==> src/rtl/hwpe_ctrl_periph2reqrsp.sv <==
// ---------------------------------------------------------------------------
// hwpe_ctrl_periph2reqrsp
//
// Bridges a peripheral-style control port (req/gnt request, r_valid/r_id
// response) onto a reqrsp target (valid/ready on both request and response).
// reqrsp carries no transaction ID, so each accepted periph ID is queued in a
// small in-order FIFO and handed back with the matching response beat.
// Responses are registered toward the periph side because periph has no
// r_ready and must never be stalled.
//
// Ports
//   clk_i, rst_i            clock, synchronous active-high reset
//   periph_req_i/gnt_o      periph request handshake
//   periph_add_i            request address
//   periph_wen_i            1 = read, 0 = write
//   periph_be_i/data_i      byte enables / write data
//   periph_id_i             request transaction ID
//   periph_r_data_o         registered response data
//   periph_r_valid_o        one-cycle response pulse
//   periph_r_id_o           ID of the request this response belongs to
//   q_addr_o/write_o/strb_o/data_o   reqrsp request payload
//   q_valid_o/q_ready_i     reqrsp request handshake
//   p_data_i                reqrsp response data
//   p_valid_i/p_ready_o     reqrsp response handshake
//   outst_o                 number of requests awaiting a response
// ---------------------------------------------------------------------------
module hwpe_ctrl_periph2reqrsp #(
    parameter int unsigned AW        = 32,
    parameter int unsigned DW        = 32,
    parameter int unsigned IW        = 8,
    parameter int unsigned MAX_OUTST = 4
) (
    input  logic                           clk_i,
    input  logic                           rst_i,

    input  logic                           periph_req_i,
    output logic                           periph_gnt_o,
    input  logic [AW-1:0]                  periph_add_i,
    input  logic                           periph_wen_i,
    input  logic [DW/8-1:0]                periph_be_i,
    input  logic [DW-1:0]                  periph_data_i,
    input  logic [IW-1:0]                  periph_id_i,
    output logic [DW-1:0]                  periph_r_data_o,
    output logic                           periph_r_valid_o,
    output logic [IW-1:0]                  periph_r_id_o,

    output logic [AW-1:0]                  q_addr_o,
    output logic                           q_write_o,
    output logic [DW/8-1:0]                q_strb_o,
    output logic [DW-1:0]                  q_data_o,
    output logic                           q_valid_o,
    input  logic                           q_ready_i,

    input  logic [DW-1:0]                  p_data_i,
    input  logic                           p_valid_i,
    output logic                           p_ready_o,

    output logic [$clog2(MAX_OUTST+1)-1:0] outst_o
);

    localparam int unsigned CW = $clog2(MAX_OUTST + 1);
    localparam int unsigned PW = (MAX_OUTST > 1) ? $clog2(MAX_OUTST) : 1;
    localparam logic [CW-1:0] FULL_CNT = CW'(MAX_OUTST);
    localparam logic [PW-1:0] LAST_PTR = PW'(MAX_OUTST - 1);

    logic [CW-1:0] outst;
    logic [PW-1:0] wr_ptr;
    logic [PW-1:0] rd_ptr;
    logic [IW-1:0] id_mem [MAX_OUTST];
    logic          not_full;
    logic          push;
    logic          pop;

    // Pointers wrap at MAX_OUTST, which need not be a power of two.
    function automatic logic [PW-1:0] next_ptr(input logic [PW-1:0] ptr);
        return (ptr == LAST_PTR) ? '0 : ptr + PW'(1);
    endfunction

    // Request path is pure wiring. Fullness uses only the registered count,
    // so a response popping this cycle does not free a slot until the next.
    assign q_addr_o     = periph_add_i;
    assign q_write_o    = ~periph_wen_i;
    assign q_strb_o     = periph_be_i;
    assign q_data_o     = periph_data_i;

    assign not_full     = (outst != FULL_CNT);
    assign q_valid_o    = periph_req_i & not_full;
    assign periph_gnt_o = q_valid_o & q_ready_i;
    assign push         = periph_gnt_o;

    // Only accept a response when something is actually outstanding.
    assign p_ready_o    = (outst != '0);
    assign pop          = p_valid_i & p_ready_o;

    assign outst_o      = outst;

    always_ff @(posedge clk_i) begin
        if (push) begin
            id_mem[wr_ptr] <= periph_id_i;
        end
    end

    always_ff @(posedge clk_i) begin
        if (rst_i) begin
            outst            <= '0;
            wr_ptr           <= '0;
            rd_ptr           <= '0;
            periph_r_valid_o <= 1'b0;
            periph_r_data_o  <= '0;
            periph_r_id_o    <= '0;
        end else begin
            if (push) begin
                wr_ptr <= next_ptr(wr_ptr);
            end
            if (pop) begin
                rd_ptr          <= next_ptr(rd_ptr);
                periph_r_data_o <= p_data_i;
                periph_r_id_o   <= id_mem[rd_ptr];
            end
            periph_r_valid_o <= pop;

            case ({push, pop})
                2'b10:   outst <= outst + CW'(1);
                2'b01:   outst <= outst - CW'(1);
                default: outst <= outst;
            endcase
        end
    end

`ifndef SYNTHESIS
    // A response beat with nothing outstanding means the target is out of
    // step with the bridge (e.g. it was not reset together with it).
    assert property (@(posedge clk_i) disable iff (rst_i)
        !(p_valid_i && (outst == '0)))
        else $error("response beat with no outstanding request");

    assert property (@(posedge clk_i) disable iff (rst_i)
        !(push && (outst == FULL_CNT)))
        else $error("request accepted while ID FIFO full");
`endif

endmodule

==> config.mk <==
export PLATFORM = sky130hd
export DESIGN_NAME = hwpe_ctrl_periph2reqrsp
export DESIGN_NICKNAME = d
export VERILOG_FILES = /design/src/rtl/hwpe_ctrl_periph2reqrsp.sv
export SDC_FILE = /design/constraint.sdc
export NUM_CORES = 1
export LEC_CHECK = 0
export CAP_MARGIN = 30
export CORE_UTILIZATION = 31
export CTS_CLUSTER_DIAMETER = 60
export DETAILED_ROUTE_END_ITERATION = 6
export DONT_BUFFER_PORTS = 1
export GPL_TIMING_DRIVEN = 0
export REMOVE_ABC_BUFFERS = 1
export SYNTH_ARGS = -nofsm -noshare
export SYNTH_HDL_FRONTEND = slang
export SYNTH_SLANG_ARGS = --single-unit
export TNS_END_PERCENT = 20
==> constraint.sdc <==
create_clock -name clk_i -period 3.2 [get_ports clk_i]
set_input_delay 0.64 -clock clk_i [delete_from_list [all_inputs] [get_ports clk_i]]
set_output_delay 0.64 -clock clk_i [all_outputs]
set_load 0.01 [all_outputs]
Word level (Yosys, flattened, before mapping)
Memories as Yosys holds them, arrays and structs flattened. A register that Yosys moved wholly into a read port is not among the register bits.
Cells that the tools add are included.
{ "word_totals": {"mem_bits_rw": 32, "inputBits": 114, "regBits": 40, "elab_cells": 26, "mem_bits_ro": 0, "n_memories": 1, "latchBits": 0} }
{ "mem_list": {"columns": ["name", "depth", "word_bits", "read_ports", "rd_ports_with_merged_regs", "wr", "line", "source"], "rows": [
  ["id_mem", 4, 8, 1, 1, 1, "69", "logic [IW-1:0] id_mem [MAX_OUTST];"]
]} }
{ "classes": {"n_reduce_logical": 2, "multipliers": 0, "mux": 5, "div": 0, "order_cmp": 0, "n_shift": 0, "bitwise": 4, "addsub": 4, "eq_ne": 5} }
{ "ops": {"columns": ["op", "n"], "rows": [
  ["== test 2 bit, second input constant", 3],
  ["case mux 3 bit (2 select lines)", 1],
  ["adder 2 x 1 -> 2 bit, second input constant", 2],
  ["two-way mux 2 bit", 2],
  ["adder 3 x 1 -> 3 bit, second input constant", 1],
  ["AND 1 bit", 3],
  ["!= test 3 bit, second input constant", 1],
  ["nonzero test 3 bit", 1],
  ["subtractor 3 x 1 -> 3 bit, second input constant", 1],
  ["== test 2 x 1 -> 1 bit, second input constant", 1],
  ["two-way mux 1 bit", 2],
  ["nonzero test 2 bit", 1],
  ["NOT 1 bit", 1]
]} }

Longest topological paths before layout
{ "depth": {"ltp_word": 5, "depth_mapped": 10, "mapped_depth_nobuf": 9} }

Least setup slack after synthesis
Ideal clock, no wire load.
{ "synth_timing": {"path_type": "register to register", "start": "reg outst[2], in the netlist outst_o[2]", "end": "reg outst[2], in the netlist outst_o[2]", "t_arrival_ps": 2301, "setup_time_ps": 70, "slack_ps": 828, "stages_incl_launch_ff": 11, "cell_sequence": "dfxtp_1 > inv_2 > o311a_1 > buf_6 > inv_1 > ha_1 > inv_1 > fa_1 > xor2_1 > or3_2 > a21oi_1"} }
{ "synth_via": {"elab_chain_cells": 5, "word_cells_on_any_way": 11} }
{ "synth_lines": {"columns": ["item", "line", "source"], "rows": [
  ["start: declaration", "66", "logic [CW-1:0] outst;"],
  ["start signal: assignment", "123", "2'b10: outst <= outst + CW'(1);"],
  ["start signal: assignment", "124", "2'b01: outst <= outst - CW'(1);"],
  ["start signal: assignment", "125", "default: outst <= outst;"],
  ["!= test 3 bit *", "86", "assign not_full = (outst != FULL_CNT);"],
  ["AND 1 bit *", "87", "assign q_valid_o = periph_req_i & not_full;"],
  ["AND 1 bit *", "88", "assign periph_gnt_o = q_valid_o & q_ready_i;"],
  ["named net periph_gnt_o", "37", "output logic periph_gnt_o,"],
  ["== test 2 x 1 -> 1 bit / == test 2 bit (equally long branches)", "122", "case ({push, pop})"],
  ["case mux 3 bit (2 select lines) / nonzero test 2 bit (equally long branches)", null, null]
]} }
Mark *: on every way through the listed nets, which the timed path passes. The rest lies on a longest branch.
A chain may end at the register's enable or synchronous reset.

Final worst setup path
{ "layout_timing": {"start": "reg outst[0], in the netlist outst_o[0]", "end": "reg outst[2], in the netlist outst_o[2]"} }
{ "layout_via": {"elab_chain_cells": 5, "word_cells_on_any_way": 11} }
{ "layout_lines": {"columns": ["item", "line"], "rows": [
  ["!= test 3 bit", "86"],
  ["AND 1 bit", "87"],
  ["AND 1 bit", "88"],
  ["== test 2 x 1 -> 1 bit / == test 2 bit (equally long branches)", "122"],
  ["case mux 3 bit (2 select lines) / nonzero test 2 bit (equally long branches)", null]
]} }
Several ways; a longest one is shown, not always the timed one.

==> results by group <==
Global route
  – First-pass GRT wire length: 15.1 mm
  – M1 GR Usage: around 18%
  – Met3 Usage GRT: 23.1%
  – Gr usage total: 20.1%
  – Global route overflow: 0
  – Vias in the first global route: about 1900
  – Most used routing layer: met2
  – Pin count of the biggest net entering global routing: slightly above 50
  – Initial antenna violation count: 0
  – GR Layer Usage met2: between 20% and 30%

Yosys
  – Post-synth EDFFs: 32
  – Netlist cell types: 28
  – Sequential area share after synthesis: 54.4%
  – Mapped cell area: 3540 um2
  – Synth warn: 0
  – Mapped Cells: ~340
  – Synthesized flop and latch total: 80
  – Async SR Flop Fraction: 0%
  – Mean Syn Cell Area: 10.5 um2
  – Top FF cell, synth: dfxtp_1

Setup path
  – Critical-path top delay cell: inv_2
  – Reg2reg path depth: 9
  – FF-to-FF setup slack: 0.19 ns
  – Critical Path Sink Type: flip-flop
  – Critical Path AT: 3.28 ns
  – Required @ worst endpoint: between 3 and 4 ns
  – Max FO, Critical Path: 42
  – CP Class: flip-flop to flip-flop
  – Crit-path cells: o31ai_4, buf_8, inv_2, ha_1, inv_1, fa_1, xor2_1, or3_2, a21oi_1
  – Crit path launch type: flip-flop
  – Slowest stage delay, CP: 0.55 ns

Routing
  – Via count: 2045
  – Vias/cell: 4.96
  – Final ANT Viol Nets: 0
  – Detailed Routing Iterations Pass 1: 4
  – Final wirelength: ~12 mm
  – Starting DRC count in detailed routing: 100
  – DRC: 0
  – Drt wl/cell: 28.9 um

CTS
  – Clk slew on worst S/H paths: 0.06 ns
  – Clock tree buffer depth: 2
  – Worst skew pair latency: 0.33 ns
  – Post-cts gate resize count: 0
  – # hold bufs at CTS: 0
  – Clk sink count: 80
  – Num CTS Buffers: 9
  – H-tree level count: 3
  – Root Driver: clkbuf_16
  – CTS tree: yes
  – Post-CTS Setup Bufs: 0

Worst hold path
  – Worst min path class: primary input to flip-flop
  – Worst Hold Depth: 1

Power
  – Power Density: 873 nW/um2
  – Power, Total: 3020 uW
  – Leak pwr: about 0.0012 uW
  – Max VDD drop: 0.391 mV

STA
  – Setup Skew: 0.00593 ns
  – RSZ-0062 raised after global routing: no
  – Slew @ Worst Pin: between 0.7 and 0.8 ns
  – Max Slew Vio Count: 0
  – Post-layout min period: between 3 and 4 ns
  – Setup TNS: 0 ns
  – Setup violations, final: 0
  – Max Freq: 332 MHz
  – Crit share post-route: between 90% and 100%
  – Max_slew headroom: 49.7%
  – Final-report hold violation count: 0

Run
  – Max_cap viols: 0

Floorplanning
  – # rows: 38
  – Die Y: 109 um
  – Initial Util: 32.2%
  – Top Ports: 230
  – Core area: 11000 um2
  – Die Wd: around 110 um
  – Die area: 11800 um2

Final layout
  – Final nets: 388
  – Layout cells sized above 1: 13.2%
  – Antenna Cells: 0
  – P&R area growth vs syn: -2.23%
  – Most frequent cells in the layout: 83 x nand2_1, 48 x dfxtp_1, 44 x a21oi_1
  – Most common cell after layout, fill and taps aside: nand2_1

Placement
  – GP Congestion: 0.684
  – PortBufs: 0
  – DP HPWL: just over 9 mm

Status
  – Status: complete, no violations
## sequential cells by signal, indices dropped and copies added, names as in the netlist
| signal | flops |
|---|---|
| periph_r_data_o | 32 |
| rd_ptr | 2 |
| wr_ptr | 2 |
| periph_r_id_o | 8 |
| periph_r_valid_o | 1 |
| outst_o | 3 |
| id_mem | 32 |
## area by class of cell
| type | instances | area [um2] |
|---|---|---|
| fillers | 1111 | 7530 |
| flip-flops and latches | 80 | 1920 |
| multi-input cells | 165 | 981 |
| clock buffers | 9 | 225 |
| well taps | 140 | 175 |
| clock inverters | 7 | 77.6 |
| repair buffers | 2 | 42.5 |
| inverters | 9 | 33.8 |
## cell families (layout without fill, tap and decap cells)
| kind of cell | count (synthesis) | after routing | synth area share, % |
|---|---|---|---|
| flip-flops | 80 | 80 | 54.4 |
| adder cells (fa/ha/maj) | 7 | 7 | 2.69 |
| XOR/XNOR | 2 | 2 | 0.495 |
| AO/OA/AOI/OAI | 48 | 48 | 7.54 |
| multiplexers | 10 | 10 | 5.80 |
| buffers and inverters | 93 | 27 | 17.9 |
| AND/OR/NAND/NOR | 98 | 98 | 11.2 |
## final timing paths
path                  startpoint             endpoint
max                   outst_o[0]           outst_o[2]
min reg2reg  periph_r_data_o[20]  periph_r_data_o[20]
min                        rst_i     periph_r_id_o[7]
max reg2reg           outst_o[0]           outst_o[2]
## metrics by stage
stage	util (%)	setup slack (ns)	area [um2]	hold WS (ns)	instances
detailed placement	28.7	0.102	3150	0.488	396
floorplan	-	0.125	2940	0.474	254
global route	31.5	0.00369	3460	0.352	412
global placement	28.3	-0.910	3110	0.483	394
CTS	31.5	0.136	3460	0.358	412
finish	31.5	0.191	3460	0.368	412
## cell usage after synthesis (all sizes together) (4+ instances only)
library cell  count  area, um2
nor2              5       18.8
mux4              8        180
dfxtp            48        961
ha                6       75.1
buf              80        584
inv               9       33.8
a21oi            44        220
nand2            83        312
and2              4       30.0
edfxtp           32        961
clkbuf            4       15.0
## metal layers
layer | wire length, um | part of all wire [%]
met2 | 4870 | 41
met1 | 3940 | 33
met3 | 2900 | 24
met4 | 150 | 1.3
met5 | 46 | 0.39
## worst max-delay path: cells and delay by family (launching register included)
family | cells | cell delay, ns
flops | 1 | 0.53
fa+ha+maj | 2 | 0.68
compound gates | 2 | 0.36
buf+inv | 3 | 0.81
simple gates | 1 | 0.41
xor+xnor | 1 | 0.16
## report_power, final
group | internal, uW | switching (uW) | leakage, uW
logic | 235 | 316 | 0.000323
registers | 1220 | 208 | 0.000681
clock network | 612 | 424 | 0.000147
total | 2070 | 948 | 0.00115
No activity file was read; power rests on OpenSTA's default activity.
